`config.mk`:
```
export PLATFORM = sky130hd
export DESIGN_NAME = harvard_avalon_bus_controller_flat
export DESIGN_NICKNAME = d
export VERILOG_FILES = /design/src/rtl/harvard_avalon_bus_controller_if.sv /design/src/rtl/harvard_avalon_bus_controller.sv /design/src/flat_wrapper.sv
export SDC_FILE = /design/constraint.sdc
export NUM_CORES = 1
export LEC_CHECK = 0
export BUFFER_PORTS_ARGS = -buffer_cell sky130_fd_sc_hd__buf_4
export CAP_MARGIN = 20
export CORE_MARGIN = 5
export CORE_UTILIZATION = 43
export DETAILED_ROUTE_END_ITERATION = 10
export PLACE_DENSITY = 0.78
export SYNTH_ARGS = -nofsm -noshare
export SYNTH_HDL_FRONTEND = slang
export SYNTH_SLANG_ARGS = --single-unit
export TNS_END_PERCENT = 30
```
`constraint.sdc`:
```
create_clock -name clk -period 1.9 [get_ports clk]
set_clock_uncertainty 0.1 [all_clocks]
set_input_delay 0.19 -clock clk [delete_from_list [all_inputs] [get_ports clk]]
set_output_delay 0.19 -clock clk [all_outputs]
set_load 0.02 [all_outputs]
```
`src/rtl/harvard_avalon_bus_controller_if.sv`:
```
// Avalon memory-mapped bus bundle between the Harvard bus controller (master)
// and the memory-side bus wrapper (slave). All data paths are 32 bits wide.
interface harvard_avalon_bus_controller_if;
  logic [31:0] av_address;
  logic        av_read;
  logic        av_write;
  logic [31:0] av_writedata;
  logic [3:0]  av_byteenable;
  logic        av_waitrequest;
  logic [31:0] av_readdata;

  modport master (
    output av_address,
    output av_read,
    output av_write,
    output av_writedata,
    output av_byteenable,
    input  av_waitrequest,
    input  av_readdata
  );

  modport slave (
    input  av_address,
    input  av_read,
    input  av_write,
    input  av_writedata,
    input  av_byteenable,
    output av_waitrequest,
    output av_readdata
  );
endinterface

```
`src/rtl/harvard_avalon_bus_controller.sv`:
```
// Serialises a multi-cycle Harvard MIPS core onto one Avalon master port.
// Each instruction runs FETCH -> DECODE -> (DREAD | DWRITE)? -> COMMIT, and
// COMMIT emits a single clk_enable pulse that lets the core advance.
// Every output is registered from the next-state value, so the bus strobes
// line up with the state itself and the asynchronous reset clears them at once.
module harvard_avalon_bus_controller (
  input  logic        clk,
  input  logic        reset,
  output logic        clk_enable,
  output logic        pause,
  input  logic        instr_read,
  input  logic [31:0] instr_address,
  output logic [31:0] instr_readdata,
  input  logic [31:0] data_address,
  input  logic        data_read,
  input  logic        data_write,
  input  logic [31:0] data_writedata,
  output logic [31:0] data_readdata,
  harvard_avalon_bus_controller_if.master av
);

  typedef enum logic [2:0] {
    ST_IDLE   = 3'd0,
    ST_FETCH  = 3'd1,
    ST_DECODE = 3'd2,
    ST_DREAD  = 3'd3,
    ST_DWRITE = 3'd4,
    ST_COMMIT = 3'd5
  } state_t;

  state_t      state_r;
  state_t      state_next_s;

  logic        clk_enable_r;
  logic        pause_r;
  logic [31:0] instr_readdata_r;
  logic [31:0] data_readdata_r;
  logic [31:0] av_address_r;
  logic        av_read_r;
  logic        av_write_r;
  logic [31:0] av_writedata_r;
  logic [3:0]  av_byteenable_r;

  logic [31:0] av_address_next_s;
  logic [31:0] av_writedata_next_s;
  logic        av_read_next_s;
  logic        av_write_next_s;
  logic        instr_capture_s;
  logic        data_capture_s;

  // Byte lanes are always full-word; the low address bits are intentionally dropped.
  logic        unused_addr_lsb_s;
  assign unused_addr_lsb_s = ^{instr_address[1:0], data_address[1:0]};

  // Next-state decode: bus states hold while the slave stalls, write beats read.
  always_comb begin
    state_next_s = state_r;
    case (state_r)
      ST_IDLE: begin
        if (instr_read) state_next_s = ST_FETCH;
        else            state_next_s = ST_IDLE;
      end
      ST_FETCH: begin
        if (!av.av_waitrequest) state_next_s = ST_DECODE;
        else                    state_next_s = ST_FETCH;
      end
      ST_DECODE: begin
        if (data_write)     state_next_s = ST_DWRITE;
        else if (data_read) state_next_s = ST_DREAD;
        else                state_next_s = ST_COMMIT;
      end
      ST_DREAD: begin
        if (!av.av_waitrequest) state_next_s = ST_COMMIT;
        else                    state_next_s = ST_DREAD;
      end
      ST_DWRITE: begin
        if (!av.av_waitrequest) state_next_s = ST_COMMIT;
        else                    state_next_s = ST_DWRITE;
      end
      ST_COMMIT: begin
        if (instr_read) state_next_s = ST_FETCH;
        else            state_next_s = ST_IDLE;
      end
      default: state_next_s = ST_IDLE;
    endcase
  end

  // Next bus values: address/data load only on entry to a transfer so they stay
  // frozen across wait states; they return to zero outside transfers.
  always_comb begin
    av_read_next_s      = (state_next_s == ST_FETCH) || (state_next_s == ST_DREAD);
    av_write_next_s     = (state_next_s == ST_DWRITE);
    av_address_next_s   = 32'h0000_0000;
    av_writedata_next_s = 32'h0000_0000;
    if (state_next_s == state_r) begin
      av_address_next_s   = av_address_r;
      av_writedata_next_s = av_writedata_r;
    end else begin
      case (state_next_s)
        ST_FETCH: av_address_next_s = {instr_address[31:2], 2'b00};
        ST_DREAD: av_address_next_s = {data_address[31:2], 2'b00};
        ST_DWRITE: begin
          av_address_next_s   = {data_address[31:2], 2'b00};
          av_writedata_next_s = data_writedata;
        end
        default: begin
          av_address_next_s   = 32'h0000_0000;
          av_writedata_next_s = 32'h0000_0000;
        end
      endcase
    end
    instr_capture_s = (state_r == ST_FETCH) && !av.av_waitrequest;
    data_capture_s  = (state_r == ST_DREAD) && !av.av_waitrequest;
  end

  // State register and registered outputs; reset aborts any transfer in flight.
  always_ff @(posedge clk or negedge reset) begin
    if (!reset) begin
      state_r          <= ST_IDLE;
      clk_enable_r     <= 1'b0;
      pause_r          <= 1'b0;
      instr_readdata_r <= 32'h0000_0000;
      data_readdata_r  <= 32'h0000_0000;
      av_address_r     <= 32'h0000_0000;
      av_read_r        <= 1'b0;
      av_write_r       <= 1'b0;
      av_writedata_r   <= 32'h0000_0000;
      av_byteenable_r  <= 4'b0000;
    end else begin
      state_r         <= state_next_s;
      clk_enable_r    <= (state_next_s == ST_COMMIT);
      pause_r         <= (state_next_s == ST_FETCH) || (state_next_s == ST_DECODE) ||
                         (state_next_s == ST_DREAD) || (state_next_s == ST_DWRITE);
      av_address_r    <= av_address_next_s;
      av_read_r       <= av_read_next_s;
      av_write_r      <= av_write_next_s;
      av_writedata_r  <= av_writedata_next_s;
      av_byteenable_r <= (av_read_next_s || av_write_next_s) ? 4'b1111 : 4'b0000;
      if (instr_capture_s) instr_readdata_r <= av.av_readdata;
      else                 instr_readdata_r <= instr_readdata_r;
      if (data_capture_s)  data_readdata_r  <= av.av_readdata;
      else                 data_readdata_r  <= data_readdata_r;
    end
  end

  assign clk_enable       = clk_enable_r;
  assign pause            = pause_r;
  assign instr_readdata   = instr_readdata_r;
  assign data_readdata    = data_readdata_r;
  assign av.av_address    = av_address_r;
  assign av.av_read       = av_read_r;
  assign av.av_write      = av_write_r;
  assign av.av_writedata  = av_writedata_r;
  assign av.av_byteenable = av_byteenable_r;

endmodule

```
`src/flat_wrapper.sv`:
```
// flat-port wrapper written by rule: the top's interface ports become plain ports
module harvard_avalon_bus_controller_flat 
  (clk, reset, clk_enable, pause, instr_read, instr_address, instr_readdata, data_address, data_read, data_write, data_writedata, data_readdata, av_av_address, av_av_read, av_av_write, av_av_writedata, av_av_byteenable, av_av_waitrequest, av_av_readdata);
  harvard_avalon_bus_controller_if av_i ();
  input  logic clk;
  input  logic reset;
  output logic clk_enable;
  output logic pause;
  input  logic instr_read;
  input  logic [31:0] instr_address;
  output logic [31:0] instr_readdata;
  input  logic [31:0] data_address;
  input  logic data_read;
  input  logic data_write;
  input  logic [31:0] data_writedata;
  output logic [31:0] data_readdata;
  output wire logic [$bits(av_i.av_address)-1:0] av_av_address;
  output wire logic [$bits(av_i.av_read)-1:0] av_av_read;
  output wire logic [$bits(av_i.av_write)-1:0] av_av_write;
  output wire logic [$bits(av_i.av_writedata)-1:0] av_av_writedata;
  output wire logic [$bits(av_i.av_byteenable)-1:0] av_av_byteenable;
  input wire logic [$bits(av_i.av_waitrequest)-1:0] av_av_waitrequest;
  input wire logic [$bits(av_i.av_readdata)-1:0] av_av_readdata;
  assign av_av_address = av_i.av_address;
  assign av_av_read = av_i.av_read;
  assign av_av_write = av_i.av_write;
  assign av_av_writedata = av_i.av_writedata;
  assign av_av_byteenable = av_i.av_byteenable;
  assign av_i.av_waitrequest = av_av_waitrequest;
  assign av_i.av_readdata = av_av_readdata;
  harvard_avalon_bus_controller u_core (.clk(clk), .reset(reset), .clk_enable(clk_enable), .pause(pause), .instr_read(instr_read), .instr_address(instr_address), .instr_readdata(instr_readdata), .data_address(data_address), .data_read(data_read), .data_write(data_write), .data_writedata(data_writedata), .data_readdata(data_readdata), .av(av_i));
endmodule
```
Yosys cells after proc, flatten, opt, wreduce, memory -nomap -nowiden --
Index checks and enable logic that the tools add are counted.
Storage, ports and cells: register bits 139, bits of input ports 134, output and inout port bits 136, word-level logic and storage cells 42
Operators by class: equality and inequality tests 11, muxes and demuxes 10, reduce and logical (&&, ||, !) cells 11
Operator list (count):
- 32-bit case mux with 2 select lines | 1
- 32-bit two-way mux | 1
- 3-bit case mux with 5 select lines | 1
- 3-bit by 2-bit equality test with 1-bit output, second input constant | 4
- 3-bit equality test, second input constant | 4
- 3-bit two-way mux | 3
- 3-bit by 1-bit equality test with 1-bit output, second input constant | 2
- 1-bit logical OR | 5
- 4-bit two-way mux | 1
- 2-bit OR reduction | 2
- 3-bit equality test | 1
- 3-bit zero test | 1
- 1-bit logical AND | 2
- 1-bit two-way mux | 2
- 2-bit two-way mux | 1
- 1-bit zero test | 1

Longest topological paths before layout --
Gate-level depths: netlist of the first run.
depth in word-level cells 7, gate-level depth with buffers 7, gate-level depth less buffers 5

Least setup slack after synthesis of the first run --
OpenSTA, ideal clock, no wires.
path type register to register, from register u_core.state_r[2], to register u_core.av_address_r[3], in the netlist u_core.av.av_address[3], library setup time 0.081 ns, arrival time 1.726 ns, data required time 1.719 ns, path slack -0.007 ns, stages on the path, launching flop included 7, buffers on the path 2, cell sequence dfrtp_1 or3b_1 a22o_1 buf_6 or3_4 buf_6 a31oi_2
Between the ends: word-level cells in the longest chain between the ends 6, elaborated cells on any way between the ends 14
RTL lines:
- start: declaration | line harvard_avalon_bus_controller.sv:31 | state_t state_r;
- start signal: assignment | line harvard_avalon_bus_controller.sv:130 | state_r <= state_next_s;
- 3-bit equality test or 3-bit zero test (tied branches) | line harvard_avalon_bus_controller.sv:58 | case (state_r)
- 2-bit OR reduction (no line)
- 3-bit case mux with 5 select lines | line harvard_avalon_bus_controller.sv:58
- 3-bit by 2-bit equality test with 1-bit output or 3-bit equality test (tied branches) | line harvard_avalon_bus_controller.sv:99 | case (state_next_s)
- 2-bit OR reduction (no line)
- 32-bit case mux with 2 select lines | line harvard_avalon_bus_controller.sv:99
- end signal: assignment | line harvard_avalon_bus_controller.sv:134 | av_address_r <= av_address_next_s;
- end: declaration | line harvard_avalon_bus_controller.sv:38 | logic [31:0] av_address_r;
Parallel ways exist; a longest one is shown, timed or not. A chain may end at the register's enable or synchronous reset.

Worst setup path in the final report of the first run --
from register u_core.state_r[2], to register u_core.av_address_r[21], in the netlist u_core.av.av_address[21]
Same word-level chain as after synthesis.

==> results.txt, run 1 <==
- After legalization and detailed placement, the total HPWL measured 12.88 mm.
- For this run, the share of the core covered by cells in the final layout is 0.7783.
- The synthesized netlist contains 36 unique library cells.
* Endpoint kind of the worst setup timing path: register
- After routing, the total negative slack on setup checks comes to -2373 ps.
- CTS Root Cell: clkbuf_16
- For this configuration, the core starts out at a cell density of 0.4358.
* Critical path arrival: 2300 ps
* Pin count of the biggest net entering global routing: 57
- Worst-case setup margin in the final layout: -198.4 ps
- Antenna Nets Post-Route: 0
* Final period utilization: 1.104
- The count of endpoints failing hold in the final timing report came to 0.
- The top cell types in the final layout, fill and taps aside, are 284 x buf_4, 131 x dfrtp_1, 120 x dlygate4sd3_1, 65 x mux2_2, 32 x nand3b_1.
- Number of instances in the synthesized netlist: between 400 and 500
- Relative to the synthesized area, the layout overhead comes to 78.61%.
* Sink count of the clock tree: 134
- The H-tree was split into 4 levels.
- Number of buffers created by CTS: 17
- Of the post-synthesis cell area, the dominant cell type holds 0.5587.
- Die footprint: approximately 16,000 sq um
- Peak ir drop on the vdd network: around 0.00093 V
* Met3 layer wire length in the routed design: ~1.7 mm
* Critical Path Max Stage Delay: between 400 and 500 ps
- Among all stages on the critical path, the largest delay is contributed by or3b_4.
* 1st-pass router iterations: 5
- Floorplan core area: around 14,000 sq um
- Once placement completed, the tool counted placed cells totaling roughly 900.
* Power, Total: 18.12 mW
- The worst setup path is launched from a register.
- Fill cells in the final layout number between 700 and 800.
* Setup-violating endpoint count in the final report: 58
* Area of all placed cells without fillers: ~11,000 sq um
- Along the worst path, the maximum fanout reaches 7.
- GR Util All Layers: 0.2579
- Once placement finished, the instance area stood at around 8300 sq um.
* Detailed-route wire length on metal 1: roughly 8.0 mm
- The library cell used most frequently in the layout, excluding fill and tap cells, is buf_4.
- TritonCTS built the clock tree.
- Chip height: approximately 130 um
- The final reports fail on setup timing.
- Top layer used by detailed routing: met4
- Clock transition at the register clock pins on the worst setup and hold paths after CTS: 60 ps
- At the later pin of the worst-skew pair, clock insertion delay measures 420 ps.
- Final period demand of the worst path: between 2000 and 2500 ps
* Cell Count, Final, Fillers Out: approximately 1,100
- Synthesized area per cell: 12.48 sq um
- The first routing iteration left 350 violations.
- The number of antenna violations at the first check in global routing is 1.
* Cell-by-cell trace of the critical path: buf_2, or3b_4, a21boi_4, clkbuf_16, o21ai_0, a31oi_1
- Num rows: between 40 and 50
* Number of top-level pins: 270
* Port-buffer cells: ~260
- The final-report max-slew violation count is 0.
* Routed vias/inst: about 5.6
* Setup repair after global routing missed its margin: true
* Total number of nets in the final design: ~1,000
- Via count of the first global-routing pass: around 6,300
* Number of buffers on the longest clock path: 2
- Detail Route met2 WL: ~12 mm
* Wire length of the first global-routing pass: roughly 33 mm
- For this run, the register share of the synthesized area comes to 0.5587.
* Average wire per standard cell: 21.40 um
- In the routed design, unresolved DRC markers number 0.
* Power per standard cell area: between 1500 and 2000 nW/um^2
- For this run the aggregate overflow at the end of global routing stands at 0.
* Floorplan die width: approximately 130 um
- In this run, synthesis produced a sequential element count of about 130.
- Weighted congestion reported at the end of routability-driven placement: roughly 0.84
- dfrtp_1 takes more of the synthesized area than any other cell.
* Via count: 6,033
- Startpoint-to-endpoint class of the critical path: reg2reg
- Max Cap Viol: 0
- By area the synthesized netlist is led by dfrtp_1 56%, mux2_2 12%, o2bb2ai_1 4.7%, nand3b_1 4.0%, o31ai_1 4.0%.
- Summed over all cells, the static leakage comes to around 4.8 nW.
- Fraction of layout instances using a drive strength above 1: 0.5348
* Worst path required time: ~2100 ps
* Worst min-delay path class: in2reg
- Outcome: finished with violations
* Yosys synthesis warning count: 0
- For this run, the top clock speed supported by timing is 0.4766 GHz.
- The cell area that synthesis handed to floorplanning was ~6000 sq um.
* DRT Wirelength: around 23 mm
## path summary, 6_finish.rpt
path | start | to | slack (ps) | depth (start not counted)
max reg2reg | u_core.state_r[2]$_DFF_PN0_ | u_core.av.av_address[21]$_DFFE_PN0P_ | -200 | 6
min reg2reg | u_core.av.av_writedata[3]$_DFFE_PN0P_ | u_core.av.av_writedata[3]$_DFFE_PN0P_ | 390 | 1
max | u_core.state_r[2]$_DFF_PN0_ | u_core.av.av_address[21]$_DFFE_PN0P_ | -200 | 6
min | data_address[3] | u_core.av.av_address[3]$_DFFE_PN0P_ | 10 | 3
min in group asynchronous | reset | u_core.data_readdata[29]$_DFFE_PN0P_ | 60 | 2
max in group asynchronous | reset | u_core.data_readdata[13]$_DFFE_PN0P_ | 1040 | 3
## synthesized netlist by cell type, drive strengths merged
cell type / instances
o31ai: 32
or3: 1
a31oi: 30
nand4bb: 1
or4: 1
xnor2: 2
a21boi: 1
nor2b: 4
nor4: 30
a41o: 1
buf: 20
mux2: 65
nor2: 4
a22o: 1
inv: 3
mux2i: 2
nor3: 4
o21ai: 33
nand3b: 32
a211oi: 1
or3b: 2
nor4b: 1
conb: 1
o2bb2ai: 32
dfrtp: 134
a22oi: 1
nand4: 1
o311a: 1
nand2b: 4
clkbuf: 36
## through the flow
step           hold WS [ps]  worst slack (ps)
2_1_floorplan        -205.6             8.177
3_3_place_gp         -57.09            -97.36
3_5_place_dp         -50.52            -163.3
4_1_cts             0.04158            -30.44
5_1_grt               20.86            -189.9
6_report              14.21            -198.4
## sequential cells by signal, indices dropped and copies added (netlist names)
name,cells
u_core.av.av_address,30
u_core.av.av_byteenable,1
u_core.av.av_read,1
u_core.av.av_write,1
u_core.av.av_writedata,32
u_core.clk_enable,1
u_core.data_readdata,32
u_core.instr_readdata,32
u_core.pause,1
u_core.state_r,3
## layer usage
metal	global-route usage	up-vias
met4	0.1261	0
met5	0	-
met2	0.4541	380
met1	0.2961	2957
li1	-	2626
met3	0.05667	70
## what timing repair did
action                     CTS  global route
resized for setup           29            41
buffers inserted             1             8
pin swaps                    2             7
hold buffers               120             0
setup endpoints to repair   62            72
hold endpoints to repair   259             0
gates cloned                 1             7
## area by class of cell
| class | instances | area, sq um | share of cell area |
|---|---|---|---|
| antenna | 1 | 2.502 | 0.0002334 |
| clock buffer | 19 | 452.9 | 0.04225 |
| clock inverter | 13 | 97.59 | 0.009104 |
| inverter | 3 | 11.26 | 0.001050 |
| multi-input combinational | 291 | 2750 | 0.2565 |
| sequential | 134 | 3357 | 0.3131 |
| tap | 180 | 225.2 | 0.02101 |
| timing repair buffer | 430 | 3824 | 0.3567 |
## logic make-up (layout without fill, tap and decap cells)
logic type,count (synthesis),after routing,synth area share
other,1,3,0.0006248
flip-flops,134,134,0.5587
AND/OR/NAND/NOR,85,87,0.09860
buffers and inverters,59,465,0.04732
XOR/XNOR,2,2,0.002919
multiplexers,67,67,0.1253
AO/OA/AOI/OAI,133,133,0.1666
## power by group
group	total, mW	switching, mW	internal [mW]
Clock	3.02	1.27	1.75
Combinational	10.0	5.25	4.77
Sequential	5.09	0.902	4.19
Total	18.1	7.42	10.7
## worst max-delay path: cells and delay by family, from the launching register on
family	cells	cell delay, ps
AOI/OAI and AO/OA	3	680
and+or+nand+nor	1	420
DFF	1	400
buffers and inverters	2	390
No activity file was read; power rests on OpenSTA's default activity.
==> run 2: changes to the inputs <==
Settings changed: CELL_PAD_IN_SITES_DETAIL_PLACEMENT set to 1, CELL_PAD_IN_SITES_GLOBAL_PLACEMENT set to 1, CORE_UTILIZATION 43 to 32, PLACE_DENSITY 0.78 to 0.76.
==> results.txt, run 2 (synthesis gave the netlist of run 1 again) <==
- The number of non-filler instances in the completed layout was 1,116 (was 1,071).
- CTS Root Cell: clkbuf_16 (unchanged)
- The die area is 21,600 sq um (was 16,420 sq um).
- The static leakage was 4.685 nW (was 4.761 nW).
- The count of nets left with antenna violations after detail routing came to 0 (unchanged).
- Startpoint-to-endpoint class of the critical path: reg2reg (unchanged)
- Internal Power: 10.65 mW (was 10.70 mW)
- The peak fanout along the critical path was 8 (was 7).
* HPWL reported at the end of detailed placement: 15.11 mm (was 12.88 mm)
- The power share of the sequential group came to 0.281 (about the same).
- The CTS tree is built (unchanged).
- The post-detailed-route via-to-cell ratio is 5.200 (was 5.633).
- Setup total negative slack: -654.2 ps (was -2373 ps)
* Utilization after layout: 0.5680 (was 0.7783)
- Power per standard cell area: 1705 nW/um^2 (was 1691 nW/um^2)
- Sink count of the clock tree: 134 (unchanged)
- Most used cells in the layout excluding fill and tap cells: 281 x buf_4, 133 x dfrtp_1, 117 x dlygate4sd3_1, 65 x mux2_2, 32 x nand3b_1 (was 284 x buf_4, 131 x dfrtp_1, 120 x dlygate4sd3_1, 65 x mux2_2, 32 x nand3b_1).
- Wire length of the first global-routing pass: 38.26 mm (was 33.38 mm)
- Kind of launch point of the worst setup path: register (unchanged)
- The area used by multi-input combinational logic was 2638 sq um (was 2750 sq um).
- Max Cap Viol: 0 (unchanged)
- The type of element capturing the critical path was a register (unchanged).
* Setup-violating endpoint count in the final report: 32 (was 58)
- Initial antenna violation count: 3 (was 1)
* GR Util All Layers: 0.2226 (was 0.2579)
- Final Slew Violations: 0 (unchanged)
* Register cell area after layout: 3354 sq um (was 3357 sq um)
* Setup crit start: u_core.state_r[2]$_DFF_PN0_ (unchanged)
* Number of cells in the design after placement: 953 (was 901)
- Port-buffer cells: 263 (unchanged)
- Outcome: finished with violations (unchanged)
- The peak per-stage delay on the critical path is 510 ps (was 420 ps).
- The count of endpoints failing hold in the final timing report is 0 (unchanged).
* Highest Clock Rate: 0.5025 GHz (was 0.4766 GHz)
- The routed wirelength normalized by instance count was 22.55 um (was 21.40 um).
- Effective utilization at floorplan: 0.3230 (was 0.4358)
* Portion of total power attributed to combinational logic: 0.535 (was 0.553)
- Worst min-delay path class: in2reg (unchanged)
* Startpoint of the lowest-slack hold path: instr_address[9] (was data_address[3])
* Clock transition at the register clock pins on the worst setup and hold paths after CTS: 60 ps (about the same)
- Worst path required time: 2110 ps (was 2100 ps)
- Number of top-level pins: 270 (unchanged)
- The via count of the first global-routing pass is 6,679 (was 6,289).
- The cell area reported after detailed placement is 8419 sq um (was 8338 sq um).
* Peak ir drop on the vdd network: 0.0007903 V (was 0.0009259 V)
* Remaining DRCs: 0 (unchanged)
- The net total in the final layout came to 1,000 (was 1,011).
- Slowest-stage cell, CP: or3_4 (was or3b_4)
- Failing checks: setup timing (unchanged)
- The count of TritonRoute iterations in the first routing pass came to 4 (was 5).
- The cell class contributing the biggest share of worst-path delay is simple AND/OR/NAND/NOR gates (was compound AO/OA/AOI/OAI gates).
- The endpoint arrival time on the critical path was 2200 ps (was 2300 ps).
- Fraction of layout instances using a drive strength above 1: 0.5097 (was 0.5348)
* H-Tree Depth: 4 (unchanged)
- The core outline area was 18,580 sq um (was 13,770 sq um).
- Final period utilization: 1.047 (was 1.104)
- The total wire length after detailed routing is 25.16 mm (was 22.92 mm).
- The switching power share of the total was 0.4080 (was 0.4095).
* Clock latency reported for the late side of the worst-skew pair: 400 ps (was 420 ps)
* Area of all placed cells without fillers: 10,550 sq um (was 10,720 sq um)
- The final critical-path required period was 1990 ps (was 2098 ps).
- Setup repair after global routing missed its margin: true (unchanged)
- Number of buffers and inverters on the critical path: 0 (was 2)
* Overflow after GRT: 0 (unchanged)
- Number of buffers created by CTS: 17 (unchanged)
- Drt initial violations: 242 (was 350)
* Reported net switching power: 7.342 mW (was 7.421 mW)
- Number of buffers on the longest clock path: 2 (unchanged)
- The vertical die dimension came to 147.0 um (was 128.1 um).
* Power, Total: 18.00 mW (was 18.12 mW)
* Start of the worst register-to-register path: u_core.state_r[2]$_DFF_PN0_ (unchanged)
- Layout filler cell count: 1,900 (was 767)
- The largest net degree at the start of global routing came to 42 (was 57).
- The weighted congestion at the end of routability-driven global placement is 0.7563 (was 0.8412).
- Cell-by-cell trace of the critical path: or3b_1, a22o_4, or3_4, a31oi_2 (was buf_2, or3b_4, a21boi_4, clkbuf_16, o21ai_0, a31oi_1)
- The number of vias in the routed layout came to 5,803 (was 6,033).
- The leading cell type in the layout, fill and taps excluded is buf_4 (unchanged).
- Floorplan die width: 147.0 um (was 128.1 um)
* Num rows: 50 (was 43)
- Worst-case setup margin in the final layout: -90.07 ps (was -198.4 ps)
* Part of the total power dissipated in the clock network: 0.183 (was 0.166)
* Area growth syn-to-layout: 75.84% (was 78.61%)
==> run 2: cell types whose count changed in the layout (fill, tap and decap cells not counted), moves of 3 or more <==
cell           before  now
clkbuf_16          23   18
o31ai_2            17   11
nor4_1             10   22
o31ai_1            15   20
dlygate4sd3_1     120  117
nor4_4              6    1
buf_4             284  281
nor4_2             14    7
==> run 2: final cells by class <==
| class | instances | share of cell area |
|---|---|---|
| Clock buffer | 22 | 0.04493 |
| Inverter | 3 | 0.001067 |
| Sequential cell | 134 | 0.3178 |
| Antenna cell | 3 | 0.0007113 |
| Clock inverter | 10 | 0.01114 |
| Multi-Input combinational cell | 292 | 0.2499 |
| Tap cell | 234 | 0.02774 |
| Timing Repair Buffer | 418 | 0.3467 |
==> run 2: worst paths after layout <==
path,end,slack (ps),cells after the start
setup / recovery,u_core.av.av_address[5]$_DFFE_PN0P_,-90,4
hold / removal,u_core.av.av_address[9]$_DFFE_PN0P_,20,3
setup reg to reg,u_core.av.av_address[5]$_DFFE_PN0P_,-90,4
hold reg to reg,u_core.av.av_writedata[28]$_DFFE_PN0P_,390,1
max in group asynchronous,u_core.instr_readdata[21]$_DFFE_PN0P_,890,3
min in group asynchronous,u_core.data_readdata[8]$_DFFE_PN0P_,160,2
==> run 2: per-layer routing <==
metal | global-route usage | part of all wire
met3 | 0.03917 | 0.045
met1 | 0.2529 | 0.38
met2 | 0.4107 | 0.54
met4 | 0.09320 | 0.032
met5 | 0 | 0
==> run 2: power groups by stage <==
| stage | sequential (mW) | combinational (mW) | clock (mW) |
|---|---|---|---|
| 2_1_floorplan | 6.42 | 3.44 | 0 |
| 3_3_place_gp | 4.93 | 8.38 | 0 |
| 3_5_place_dp | 5.04 | 8.73 | 0 |
| 4_1_cts | 5.03 | 9.29 | 3.37 |
| 5_1_grt | 5.21 | 10.1 | 3.51 |
| 6_report | 5.06 | 9.63 | 3.30 |
==> run 2: stage by stage <==
| step | hold WS [ps] | setup WS (ps) |
|---|---|---|
| 4_1_cts | 1.619 | -19.82 |
| 3_3_place_gp | 16.71 | -79.08 |
| 3_5_place_dp | 23.62 | -133.0 |
| 6_report | 18.52 | -90.07 |
| 2_1_floorplan | -205.6 | 8.177 |
| 5_1_grt | 4.192 | -120.1 |
==> run 2: timing repair <==
| action | in CTS | in global routing |
|---|---|---|
| endpoints found under the setup margin | 62 | 62 |
| hold buffers | 117 | 0 |
| cloned | 3 | 2 |
| setup buffers | 5 | 1 |
| pin swaps | 4 | 5 |
| resized for setup | 23 | 25 |
| endpoints found under the hold margin | 251 | 0 |
==> run 2: worst register-to-register path: stages, from the launching register on <==
cell     delay (ps)
dfrtp_1         390
or3b_1          380
a22o_4          300
or3_4           520
a31oi_2         210
==> run 3: changes to the inputs <==
Settings changed: GPL_TIMING_DRIVEN set to 0.
==> results.txt, run 3 (synthesis gave the netlist of run 1 again) <==
- Drt initial violations: 152 (was 242)
- The number of vias in the routed layout came to 5,843 (was 5,803).
- Highest Clock Rate: 0.4897 GHz (was 0.5025 GHz)
- The max-capacitance violation count came to 0 (unchanged).
- The timing startpoint of the critical path was u_core.state_r[2]$_DFF_PN0_ (unchanged).
- The area used by multi-input combinational logic is 2781 sq um (was 2638 sq um).
* Most common cell after layout, fill and taps aside: buf_4 (unchanged)
- Number of buffers and inverters on the critical path: 2 (was 0)
- Port-buffer cells: 262 (was 263)
- Startpoint-to-endpoint class of the critical path: reg2reg (unchanged)
* Final Slew Violations: 0 (unchanged)
- The remaining global-route overflow was 0 (unchanged).
- Cell-by-cell trace of the critical path: or3b_1, a22o_1, buf_6, clkbuf_4, o31ai_2, o2bb2ai_1 (was or3b_1, a22o_4, or3_4, a31oi_2)
- Power per standard cell area: 1698 nW/um^2 (was 1705 nW/um^2)
- The sequential cell area was 3356 sq um (was 3354 sq um).
- H-Tree Depth: 4 (unchanged)
* Endpoint kind of the worst setup timing path: register (unchanged)
* Layout filler cell count: 1,863 (was 1,900)
- The total half-perimeter wirelength after legalization and detailed placement came to 15.54 mm (was 15.11 mm).
- DRT Wirelength: 24.51 mm (was 25.16 mm)
- Worst slew margin: 0.6633
- Fraction of layout instances using a drive strength above 1: 0.5475 (was 0.5097)
- Num rows: 50 (unchanged)
* CTS tree: built (unchanged)
- The layout-stage area growth over the synthesis result was 78.42% (was 75.84%).
- The endpoint arrival time on the critical path was 2230 ps (was 2200 ps).
- For the pin with the worst max-slew slack, the measured transition is 505.0 ps.
* Remaining DRCs: 0 (unchanged)
- The via count of the first global-routing pass came to 6,724 (was 6,679).
- Critical Path Max Stage Delay: 440 ps (was 510 ps)
- The final critical-path required period was 2042 ps (was 1990 ps).
- Total leakage power: 4.752 nW (was 4.685 nW)
* Die footprint: 21,600 sq um (unchanged)
* Pin count of the biggest net entering global routing: 87 (was 42)
- The final critical-path share of the clock period was 1.075 (was 1.047).
- The peak fanout along the critical path came to 10 (was 8).
- The post-detailed-route via-to-cell ratio was 5.116 (was 5.200).
- Power, Total: 18.19 mW (was 18.00 mW)
- Antenna Nets Post-Route: 0 (unchanged)
- Number of top-level pins: 270 (unchanged)
* Slowest-stage cell, CP: dfrtp_2 (was or3_4)
- The count of TritonRoute iterations in the first routing pass was 5 (was 4).
- The end point of the critical path is u_core.av.av_writedata[12]$_DFFE_PN0P_ (was u_core.av.av_address[5]$_DFFE_PN0P_).
- Floorplan die width: 147.0 um (unchanged)
- The smallest hold slack was 2.983 ps (was 18.52 ps).
- Chip height: 147.0 um (unchanged)
* Initial antenna violation count: 2 (was 3)
- The weighted congestion at the end of routability-driven global placement came to 0.8083 (was 0.7563).
- The initial core utilization was 0.3230 (unchanged).
- Total number of nets in the final design: 1,027 (was 1,000)
- Stages on the worst setup path: 6 (was 4)
- Average wire per standard cell: 21.46 um (was 22.55 um)
* Clock latency reported for the late side of the worst-skew pair: 410 ps (was 400 ps)
* Worst min-delay path class: in2reg (unchanged)
* Final hold violations: 0 (unchanged)
* Setup-violating endpoint count in the final report: 61 (was 32)
* CTS Root Cell: clkbuf_16 (unchanged)
- Clock transition at the register clock pins on the worst setup and hold paths after CTS: 60 ps (about the same)
- Worst-case setup margin in the final layout: -142.2 ps (was -90.07 ps)
* Pre-CTS setup slack: -497.4 ps (was -133.0 ps)
- Worst R2R Path Depth: 6 (was 4)
- The count of clock tree sinks came to 134 (unchanged).
- Start of the worst register-to-register path: u_core.state_r[2]$_DFF_PN0_ (unchanged)
- Number of buffers on the longest clock path: 2 (unchanged)
- Worst path required time: 2090 ps (was 2110 ps)
* Number of buffers created by CTS: 17 (unchanged)
* Register-to-register path setup slack: -140 ps (was -90 ps)
- Most used cells in the layout excluding fill and tap cells: 278 x buf_4, 132 x dfrtp_1, 117 x dlygate4sd3_1, 65 x mux2_2, 32 x nand3b_1 (was 281 x buf_4, 133 x dfrtp_1, 117 x dlygate4sd3_1, 65 x mux2_2, 32 x nand3b_1)
- Setup repair after global routing missed its margin: true (unchanged).
- Outcome: finished with violations (unchanged)
- Cell family with the largest share of critical-path delay: compound AO/OA/AOI/OAI gates (was simple AND/OR/NAND/NOR gates)
* Number of cells in the design after placement: 979 (was 953)
* Peak ir drop on the vdd network: 0.0007560 V (was 0.0007903 V)
- Failing checks: setup timing (unchanged)
* Floorplan core area: 18,580 sq um (unchanged)
* Reg-to-reg critical path endpoint: u_core.av.av_writedata[12]$_DFFE_PN0P_ (was u_core.av.av_address[5]$_DFFE_PN0P_)
* GR Util All Layers: 0.2220 (was 0.2226)
* Kind of launch point of the worst setup path: register (unchanged)
- The number of non-filler instances in the completed layout is 1,142 (was 1,116).
- The wire length of the first global-routing pass was 38.21 mm (was 38.26 mm).
==> run 3: cell types whose count changed in the layout (fill, tap and decap cells not counted), sizes merged <==
cell / change
buf: -2
clkbuf: +28
clkinv: +1
diode: -1
inv: +2
clkinvlp: +1
or3: -3
==> run 3: final cells by class <==
class | instances | share of cell area
Sequential cell | 134 | 0.3134
Timing Repair Buffer | 393 | 0.3063
Multi-Input combinational cell | 289 | 0.2597
Clock buffer | 18 | 0.04007
Buffer | 55 | 0.03587
Tap cell | 234 | 0.02734
Clock inverter | 14 | 0.01577
Inverter | 3 | 0.001052
Antenna cell | 2 | 0.0004673
==> run 3: layer usage <==
layer	up-vias	part of all wire	GRT usage
li1	2659	-	-
met1	2951	0.37	0.2460
met2	190	0.56	0.4190
met3	43	0.043	0.04688
met4	0	0.028	0.07689
met5	-	0	0
==> run 3: power by group <==
group | internal [mW] | switching, mW
combinational | 4.55 | 5.22
sequential | 4.18 | 0.892
clock | 1.97 | 1.38
==> run 3: how the worst min path moves through the flow <==
stage,cells past startpoint,startpoint,slack [ps],end
floorplan,0,reset,-210,u_core.av.av_address[10]$_DFFE_PN0P_
global placement,2,av_av_readdata[25],330,u_core.data_readdata[25]$_DFFE_PN0P_
detailed placement,1,reset,60,u_core.instr_readdata[10]$_DFFE_PN0P_
CTS,3,instr_address[21],0.6,u_core.av.av_address[21]$_DFFE_PN0P_
global route,3,data_address[21],4,u_core.av.av_address[21]$_DFFE_PN0P_
finish,3,data_address[21],3,u_core.av.av_address[21]$_DFFE_PN0P_
==> run 3: what timing repair did <==
item,CTS,global route
hold endpoints to repair,172,3
pin swaps,4,1
hold buffers,114,3
setup buffers,12,0
cloned,1,0
endpoints found under the setup margin,126,95
resized for setup,101,34
==> run 3: metrics by stage <==
step / area (sq um) / utilization / TNS [ps]
final: 10710 / 0.5764 / -6136
after global routing: 10710 / 0.5764 / -10770
after CTS: 10550 / 0.5679 / -6238
after detailed placement: 8300 / 0.4467 / -37280
after global placement: 8269 / 0.4451 / -30530
after floorplan: 6010 / - / 0
==> run 3: worst reg2reg max path: cells and delay by family (launching register included) <==
family | cells | cell delay [ps]
and+or+nand+nor | 1 | 370
DFF | 1 | 440
AOI/OAI and AO/OA | 3 | 640
buffers and inverters | 2 | 370
